`config.mk`:
```
export PLATFORM = sky130hd
export DESIGN_NAME = uart_frame_parser
export DESIGN_NICKNAME = d
export VERILOG_FILES = /design/src/rtl/uart_frame_pkg.sv /design/src/rtl/uart_frame_buf.sv /design/src/rtl/uart_frame_parser.sv
export SDC_FILE = /design/constraint.sdc
export NUM_CORES = 1
export LEC_CHECK = 0
export BUFFER_PORTS_ARGS = -buffer_cell sky130_fd_sc_hd__buf_4
export CAP_MARGIN = 0
export CORE_UTILIZATION = 30
export CTS_BUF_LIST = sky130_fd_sc_hd__clkbuf_4 sky130_fd_sc_hd__clkbuf_8
export CTS_CLUSTER_DIAMETER = 60
export DETAILED_ROUTE_END_ITERATION = 6
export PLACE_DENSITY = 0.45
export SYNTH_ARGS = -nofsm -noshare
export SYNTH_HDL_FRONTEND = slang
export SYNTH_SLANG_ARGS = --single-unit
```
`constraint.sdc`:
```
create_clock -name clk -period 6.5 [get_ports clk]
set_clock_uncertainty 0.1 [all_clocks]
set_input_delay 0.975 -clock clk [delete_from_list [all_inputs] [get_ports clk]]
set_output_delay 0.975 -clock clk [all_outputs]
set_load 0.005 [all_outputs]
```
`src/rtl/uart_frame_pkg.sv`:
```
// rtl/uart_frame_pkg.sv - shared constants and state encoding for the uart frame parser
package uart_frame_pkg;

  localparam logic [7:0] HDR0_DEF = 8'h55;
  localparam logic [7:0] HDR1_DEF = 8'hAA;

  localparam logic [1:0] ERR_OVR = 2'd0;
  localparam logic [1:0] ERR_CHK = 2'd1;
  localparam logic [1:0] ERR_LEN = 2'd2;
  localparam logic [1:0] ERR_TMO = 2'd3;

  typedef enum logic [2:0] {
    ST_HDR0,
    ST_HDR1,
    ST_CMD,
    ST_LEN,
    ST_DATA,
    ST_CHK,
    ST_HOLD
  } state_t;

endpackage

```
`src/rtl/uart_frame_buf.sv`:
```
// rtl/uart_frame_buf.sv - payload buffer: simple dual-port RAM, sync write, registered read
module uart_frame_buf #(
  parameter int  DEPTH  = 16,
  localparam int ADDR_W = $clog2(DEPTH)
) (
  input  logic              clk,
  input  logic              rst,
  input  logic              wr_en,
  input  logic [ADDR_W-1:0] wr_addr,
  input  logic [7:0]        wr_data,
  input  logic [ADDR_W-1:0] rd_addr,
  output logic [7:0]        rd_data
);

  logic [7:0] mem [DEPTH];

  always_ff @(posedge clk) begin
    if (wr_en) mem[wr_addr] <= wr_data;
  end

  // Read-first: a same-cycle write is seen on the following read only.
  always_ff @(posedge clk) begin
    if (rst) rd_data <= '0;
    else     rd_data <= mem[rd_addr];
  end

endmodule

```
`src/rtl/uart_frame_parser.sv`:
```
// rtl/uart_frame_parser.sv - detects 55 AA CMD LEN payload CHK frames from the uart_rx byte stream
module uart_frame_parser
  import uart_frame_pkg::*;
#(
  parameter int         MAX_LEN     = 16,
  parameter int         TIMEOUT_CYC = 50000,
  parameter logic [7:0] HDR0        = HDR0_DEF,
  parameter logic [7:0] HDR1        = HDR1_DEF,
  localparam int        ADDR_W      = $clog2(MAX_LEN)
) (
  input  logic              clk,
  input  logic              rst,
  input  logic [7:0]        rx_din,
  input  logic              rx_vld,
  output logic              frm_vld,
  output logic [7:0]        frm_cmd,
  output logic [ADDR_W:0]   frm_len,
  input  logic              frm_ack,
  input  logic [ADDR_W-1:0] rd_addr,
  output logic [7:0]        rd_data,
  output logic              err,
  output logic [1:0]        err_code
);

  localparam int               TMO_W    = $clog2(TIMEOUT_CYC);
  localparam logic [TMO_W-1:0] TMO_LAST = TMO_W'(TIMEOUT_CYC - 1);

  state_t            state_q, state_d;
  logic [TMO_W-1:0]  cnt_q, cnt_d;
  logic [7:0]        sum_q, sum_d;
  logic [ADDR_W-1:0] idx_q, idx_d;
  logic [7:0]        cmd_q, cmd_d;
  logic [ADDR_W:0]   len_q, len_d;
  logic              vld_d, err_d;
  logic [7:0]        fcmd_d;
  logic [ADDR_W:0]   flen_d;
  logic [1:0]        code_d;
  logic              wr_en;

  assign wr_en = (state_q == ST_DATA) && rx_vld;

  always_comb begin
    state_d = state_q;
    cnt_d   = cnt_q;
    sum_d   = sum_q;
    idx_d   = idx_q;
    cmd_d   = cmd_q;
    len_d   = len_q;
    vld_d   = frm_vld;
    fcmd_d  = frm_cmd;
    flen_d  = frm_len;
    err_d   = 1'b0;
    code_d  = err_code;
    case (state_q)
      ST_HDR0: begin
        cnt_d = '0;
        if (rx_vld && rx_din == HDR0) state_d = ST_HDR1;
      end
      ST_HOLD: begin
        cnt_d = '0;
        if (rx_vld) begin
          err_d  = 1'b1;
          code_d = ERR_OVR;
        end
        if (frm_ack) begin
          vld_d   = 1'b0;
          state_d = ST_HDR0;
        end
      end
      default: begin
        // In-frame states: a byte on the expiry cycle still wins over the timeout.
        if (rx_vld) begin
          cnt_d = '0;
          case (state_q)
            ST_HDR1: begin
              if (rx_din == HDR1)      state_d = ST_CMD;
              else if (rx_din != HDR0) state_d = ST_HDR0;
            end
            ST_CMD: begin
              cmd_d   = rx_din;
              sum_d   = rx_din;
              state_d = ST_LEN;
            end
            ST_LEN: begin
              if (int'(rx_din) > MAX_LEN) begin
                err_d   = 1'b1;
                code_d  = ERR_LEN;
                state_d = ST_HDR0;
              end else begin
                len_d   = rx_din[ADDR_W:0];
                sum_d   = sum_q + rx_din;
                idx_d   = '0;
                state_d = (rx_din == 8'd0) ? ST_CHK : ST_DATA;
              end
            end
            ST_DATA: begin
              sum_d = sum_q + rx_din;
              idx_d = idx_q + 1'b1;
              if ({1'b0, idx_q} == len_q - 1'b1) state_d = ST_CHK;
            end
            ST_CHK: begin
              if (rx_din == sum_q) begin
                vld_d   = 1'b1;
                fcmd_d  = cmd_q;
                flen_d  = len_q;
                state_d = ST_HOLD;
              end else begin
                err_d   = 1'b1;
                code_d  = ERR_CHK;
                state_d = ST_HDR0;
              end
            end
            default: state_d = ST_HDR0;
          endcase
        end else if (cnt_q == TMO_LAST) begin
          cnt_d   = '0;
          err_d   = 1'b1;
          code_d  = ERR_TMO;
          state_d = ST_HDR0;
        end else begin
          cnt_d = cnt_q + 1'b1;
        end
      end
    endcase
  end

  always_ff @(posedge clk) begin
    if (rst) begin
      state_q  <= ST_HDR0;
      cnt_q    <= '0;
      sum_q    <= '0;
      idx_q    <= '0;
      cmd_q    <= '0;
      len_q    <= '0;
      frm_vld  <= 1'b0;
      frm_cmd  <= '0;
      frm_len  <= '0;
      err      <= 1'b0;
      err_code <= '0;
    end else begin
      state_q  <= state_d;
      cnt_q    <= cnt_d;
      sum_q    <= sum_d;
      idx_q    <= idx_d;
      cmd_q    <= cmd_d;
      len_q    <= len_d;
      frm_vld  <= vld_d;
      frm_cmd  <= fcmd_d;
      frm_len  <= flen_d;
      err      <= err_d;
      err_code <= code_d;
    end
  end

  uart_frame_buf #(
    .DEPTH (MAX_LEN)
  ) u_buf (
    .clk     (clk),
    .rst     (rst),
    .wr_en   (wr_en),
    .wr_addr (idx_q),
    .wr_data (rx_din),
    .rd_addr (rd_addr),
    .rd_data (rd_data)
  );

endmodule

```
# Yosys cells after proc, flatten, opt, wreduce, memory -nomap -nowiden

Memory sizes are Yosys's and may differ from the RTL's. A register that Yosys moved wholly into a read port is not among the register bits.
Cells that the tools add are included.

Flip-flop bits (word level): 61
Bits in writable memories: 128
Input port bits: 16
Output and inout port bits: 25
Memories kept: 1

Memories:

| name      | words | width | rd ports | clocked after Yosys merged registers in | write ports | line                 | source |
|---|---|---|---|---|---|---|---|
| u_buf.mem | 16    | 8     | 1        | 1                                       | 1           | uart_frame_buf.sv:15 | `logic [7:0] mem [DEPTH];` |

Add/subtract/negate cells: 4
Order comparisons: 1
Eq/ne operators: 21
Muxes and demuxes: 37
Bitwise operators: 3
Reduce and logical (&&, ||, !) cells: 21

Operators with widths:

| operator                                           | count |
|---|---|
| two-way mux 3 bit                                  | 9 |
| case mux 8 bit (3 select lines)                    | 1 |
| adder 16 x 1 -> 16 bit, second input constant      | 1 |
| == test 16 bit, second input constant              | 1 |
| AND reduction 4 bit                                | 4 |
| case mux 3 bit (5 select lines)                    | 1 |
| two-way mux 1 bit                                  | 12 |
| two-way mux 2 bit                                  | 5 |
| AND reduction 5 bit                                | 2 |
| nonzero test 2 bit                                 | 5 |
| == test 3 bit, second input constant               | 3 |
| adder 8 bit                                        | 1 |
| == test 8 x 7 -> 1 bit, second input constant      | 1 |
| == test 8 bit                                      | 1 |
| == test 8 bit, second input constant               | 1 |
| > comparator 8 x 5 -> 1 bit, second input constant | 1 |
| logical NOT 8 bit                                  | 1 |
| two-way mux 8 bit                                  | 1 |
| != test 2 bit, second input constant               | 4 |
| != test 4 bit, second input constant               | 2 |
| != test 8 x 7 -> 1 bit, second input constant      | 1 |
| case mux 2 bit (2 select lines)                    | 2 |
| case mux 4 bit (2 select lines)                    | 1 |
| == test 3 x 2 -> 1 bit, second input constant      | 2 |
| other kinds (19)                                   | 24 |

# Depth between registers and ports, before layout

Depth in word-level cells: 6
Depth in mapped cells: 9
Mapped depth without buffers: 9

# By module

A second synthesis with hierarchy kept.

Cells, all modules: 640
Area, all modules: 8499.4 µm²

Modules (own cells, without submodules):

| module            | times used | cells an instance | area an instance (µm²) | seq. area each (µm²) |
|---|---|---|---|---|
| uart_frame_buf    | 1          | 259               | 5282.6                 | 4003.8 |
| uart_frame_parser | 1          | 381               | 3216.8                 | 1221.2 |

# Worst setup path after synthesis

OpenSTA, ideal clock, no wires.

Path type: input port to flip-flop
From: in rx_din[5]
To: reg frm_vld
Arrival: 2.766 ns
Data required time: 6.305 ns
Setup slack: 3.538 ns
Cell stages on the path: 7
Cells stage by stage: ha_1 > nor4_1 > nand3_1 > or3_1 > clkbuf_1 > clkbuf_1 > a221oi_1

Cells in the longest elaborated chain, start to end: 3

RTL lines:

| element                       | line                     | source |
|---|---|---|
| start, declared               | uart_frame_parser.sv:13  | `input logic [7:0] rx_din,` |
| == test 8 bit                 | uart_frame_parser.sv:102 | `if (rx_din == sum_q) begin` |
| nonzero test 2 bit (no line)  | --                       |  |
| AND reduction 5 bit (no line) | --                       |  |
| end signal, assigned          | uart_frame_parser.sv:147 | `frm_vld <= vld_d;` |
| end, declared                 | uart_frame_parser.sv:15  | `output logic frm_vld,` |

No other way between the ends.
A chain may end at the register's enable or synchronous reset.

# Final worst setup path

From: in rx_din[3]
To: reg err_code[1]

Cells in the longest elaborated chain, start to end: 3
Elaborated cells between the ends (all ways): 5
Those cells by class: order compare (1); eq/ne (3); reduce/logical (1)

RTL lines:

| element                                                             | line                                              | source |
|---|---|---|
| > comparator 8 x 5 -> 1 bit / == test 8 bit (equally long branches) | uart_frame_parser.sv:85, uart_frame_parser.sv:102 |  |
| != test 4 bit (no line)                                             | --                                                |  |
| AND reduction 6 bit (no line) (*)                                   | --                                                |  |
| end signal, assigned                                                | uart_frame_parser.sv:151                          | `err_code <= code_d;` |
| end, declared                                                       | uart_frame_parser.sv:22                           | `output logic [1:0] err_code` |

Mark *: on every way between the ends. The rest lies on a longest branch, timed or not.

==> results by group <==
Global routing
  • Gr ovfl total: 0
  • Initial antenna violation count: 0
  • Largest net degree at the start of global routing: 44
  • First-pass GRT wire length: 30400 um
  • Total GRT Usage: 14.6%
  • Number of global-route vias before repair: 5130

Clock tree
  • Clock latency on the worst-skew pair: 0.47 ns
  • Hold buffers post-CTS: 0
  • Root buf cell: clkbuf_8
  • Clock transition at path regs: 0.11 ns
  • Clock Tree Buf Depth: 2
  • Post-CTS Resized: 0
  • Sinks on Clock Net: 197
  • CTS H-tree lvls: 4
  • CTS tree: yes
  • Postcts setup bufs: 0
  • Cts bufs inserted: 17

Synthesis
  • Yosys cell types: 59
  • Async set or reset register ratio after synthesis: 0%
  • Proportion of synthesized area in mux cells: 13.4%
  • Yosys warns: 0
  • Post-Synth Simple-Gate Area: 11.4%
  • Synth top cells by count: edfxtp_1 (128), dfxtp_1 (69), nor2_1 (68), nand2_1 (44), mux4_2 (40)
  • Synth Net Count: 633
  • Synth area leader: edfxtp_1
  • XOR/XNOR Fraction of Synth Area: 2.32%
  • Synth Area in Compound Gates: 5.12%
  • Top-count cell post-synth: edfxtp_1
  • Register area share after synthesis: 62.9%
  • Cell count after synthesis: 603
  • Largest family of logic cells by synthesized area: multiplexers
  • Mapped Area: 8300 um^2
  • Post-synthesis adder-cell area fraction: 2.32%
  • Yosys top cell area share: 46.3%
  • Seq cells post-synth: 197
  • Most used DFF post-synth: edfxtp_1
  • Number of flops mapped to enable cells by yosys: 128
  • Avg Cell Area, Syn: 13.8 um^2
  • Main area contributors after synthesis: edfxtp_1 (46%), dfxtp_1 (17%), mux4_2 (11%), nor2_1 (3.1%), mux2i_1 (2.5%)

Floorplanning
  • IO Pins: 41
  • Std cell rows: 60
  • Die area: 28400 um^2
  • Die span in y: 168 um
  • Width of the die: 168 um
  • Core Box Area: 27000 um^2
  • Initial core utilization: 30.7%

Power
  • Internal power: 0.00175 W
  • Switching fraction of total power: 24.4%
  • Switching Power: 0.000565 W
  • Combinational power share: 4.8%
  • Register share of total power: 57.9%
  • Lkg Pwr: 3.19 nW
  • Peak VDD IR: 0.105 mV
  • Clk network pwr share: 37.3%
  • Power Total: 0.00232 W
  • PwrDens: 245 nW/um^2

Worst setup path
  • Startpoint class of the critical path: primary input
  • Crit path cell chain: buf_4, ha_1, nor3_1, nand3_1, or3_1, o211ai_1, or2_2, a31o_2
  • Crit path DAT: 3.43 ns
  • Crit end category: flop
  • Crit-path leading delay family: simple AND/OR/NAND/NOR gates
  • CP Max Fanout: 24
  • Crit path max-delay cell type: or3_1
  • CP Class: primary input to flop
  • CP required: 6.77 ns
  • Slowest stage delay, CP: 0.69 ns
  • Crit path buf inv count: 1

Drt
  • Routed wire length: 19700 um
  • # DRC: 0
  • Wire length per cell: 19.8 um
  • First DRT Iteration DRCs: 327
  • Vias after detailed routing: 4950
  • Vias/cell: 4.96
  • Number of nets with antenna violations after routing: 0
  • DRT Pass-1 Iters: 4

STA
  • Relative slew margins: 17.3%
  • Final slew viol count: 0
  • Final TNS setup: 0 ns
  • Min Clock Period, post-route: 3.16 ns
  • Final setup margin: 3.34 ns
  • Final Hold Viols: 0
  • Slew of the pin with the lowest slew margin: 1.24 ns
  • Final period util: 48.7%
  • Final setup fails: 0
  • RSZ-0062 raised after global routing: false
  • F_max: 0.316 GHz

Finish
  • Layout filler cell count: 2651
  • Synthesis-to-finish area growth: 13.8%
  • ANT cells: 0
  • Register area: 5230 um^2
  • Layout cells sized above 1: 20.4%
  • Area of the multi-input gates: 2880 um^2
  • Nets@finish: 674

Place
  • Post-place setup slack: 2.82 ns
  • # port buffers: 40
  • Dpl hpwl: 12400 um
  • GP Congestion: 0.812

Flow run
  • Max-cap violations: 0

Outcome
  • Outcome: completed

Worst hold path
  • Min-Delay Path Class: flop to flop
## state kept, by name, indices dropped and copies added (netlist names)
register	count
err	1
err_code	2
state_q	3
u_buf.mem	128
frm_vld	1
frm_len	5
frm_cmd	8
len_q	5
cnt_q	16
u_buf.rd_data	8
idx_q	4
cmd_q	8
sum_q	8
## stage by stage
stage | hold WS [ns] | std cells | utilization (%) | cell area [um^2]
2_1_floorplan | 0.318 | 603 | - | 8300
3_3_place_gp | 0.334 | 964 | 33.3 | 8990
3_5_place_dp | 0.339 | 965 | 33.3 | 9000
4_1_cts | 0.362 | 997 | 34.9 | 9440
5_1_grt | 0.389 | 998 | 35.0 | 9450
6_report | 0.361 | 998 | 35.0 | 9450
## cell families (layout without fill, tap and decap cells)
kind of cell / after synthesis / in the layout
buf+inv: 51 / 105
xor+xnor: 22 / 22
fa+ha+maj: 15 / 15
simple gates: 191 / 191
flops: 197 / 197
mux: 61 / 61
compound gates: 66 / 66
## routing by layer
| metal | track usage [%] | wire, um | share of wire, % |
|---|---|---|---|
| met5 | 0 | 0 | 0 |
| met4 | 3.91 | 188 | 0.95 |
| met3 | 2.68 | 729 | 3.7 |
| met2 | 24.3 | 9620 | 49 |
| met1 | 19.5 | 9180 | 47 |
## path summary, 6_finish.rpt
kind              startpoint          end  slack (ns)  cells past startpoint
setup / recovery   rx_din[3]  err_code[1]        3.34                      8
hold / removal      cnt_q[0]     cnt_q[0]        0.36                      1
setup reg to reg    sum_q[3]  err_code[1]        3.76                      7
hold reg to reg     cnt_q[0]     cnt_q[0]        0.36                      1
## power groups by stage
stage	clock, W	combinational (W)	sequential, W
after floorplan	0	0.0000718	0.00137
after global placement	0	0.000113	0.00137
after detailed placement	0	0.000115	0.00137
after CTS	0.000887	0.000115	0.00134
after global routing	0.000933	0.000123	0.00134
final	0.000864	0.000112	0.00134
## cells in the final DEF, fill, tap and decap left out, types with 4 or more instances in the layout
cell,netlist,routed
edfxtp_1,128,128
dfxtp_1,69,69
nor2_1,68,68
buf_4,1,55
nand2_1,44,44
mux4_2,40,40
a21oi_1,23,23
mux2i_1,21,21
inv_1,17,17
clkbuf_8,0,17
nor3_1,18,16
xor2_1,13,13
o21ai_0,13,13
ha_1,13,13
xnor2_1,9,9
nand3_1,9,9
and2_1,9,9
a211oi_1,8,8
nand4_1,7,7
nand2b_1,6,6
or3_1,5,5
inv_8,0,5
nor2b_1,4,4
## layout make-up
cell class / instances / share of cell area, %
multi-input combinational: 355 / 30.5
inverter: 17 / 0.675
timing repair buffer: 56 / 4.42
clock buffer: 17 / 2.48
tap: 341 / 4.51
sequential: 197 / 55.3
clock inverter: 15 / 2.14
Power figures use the tool's default switching activity.
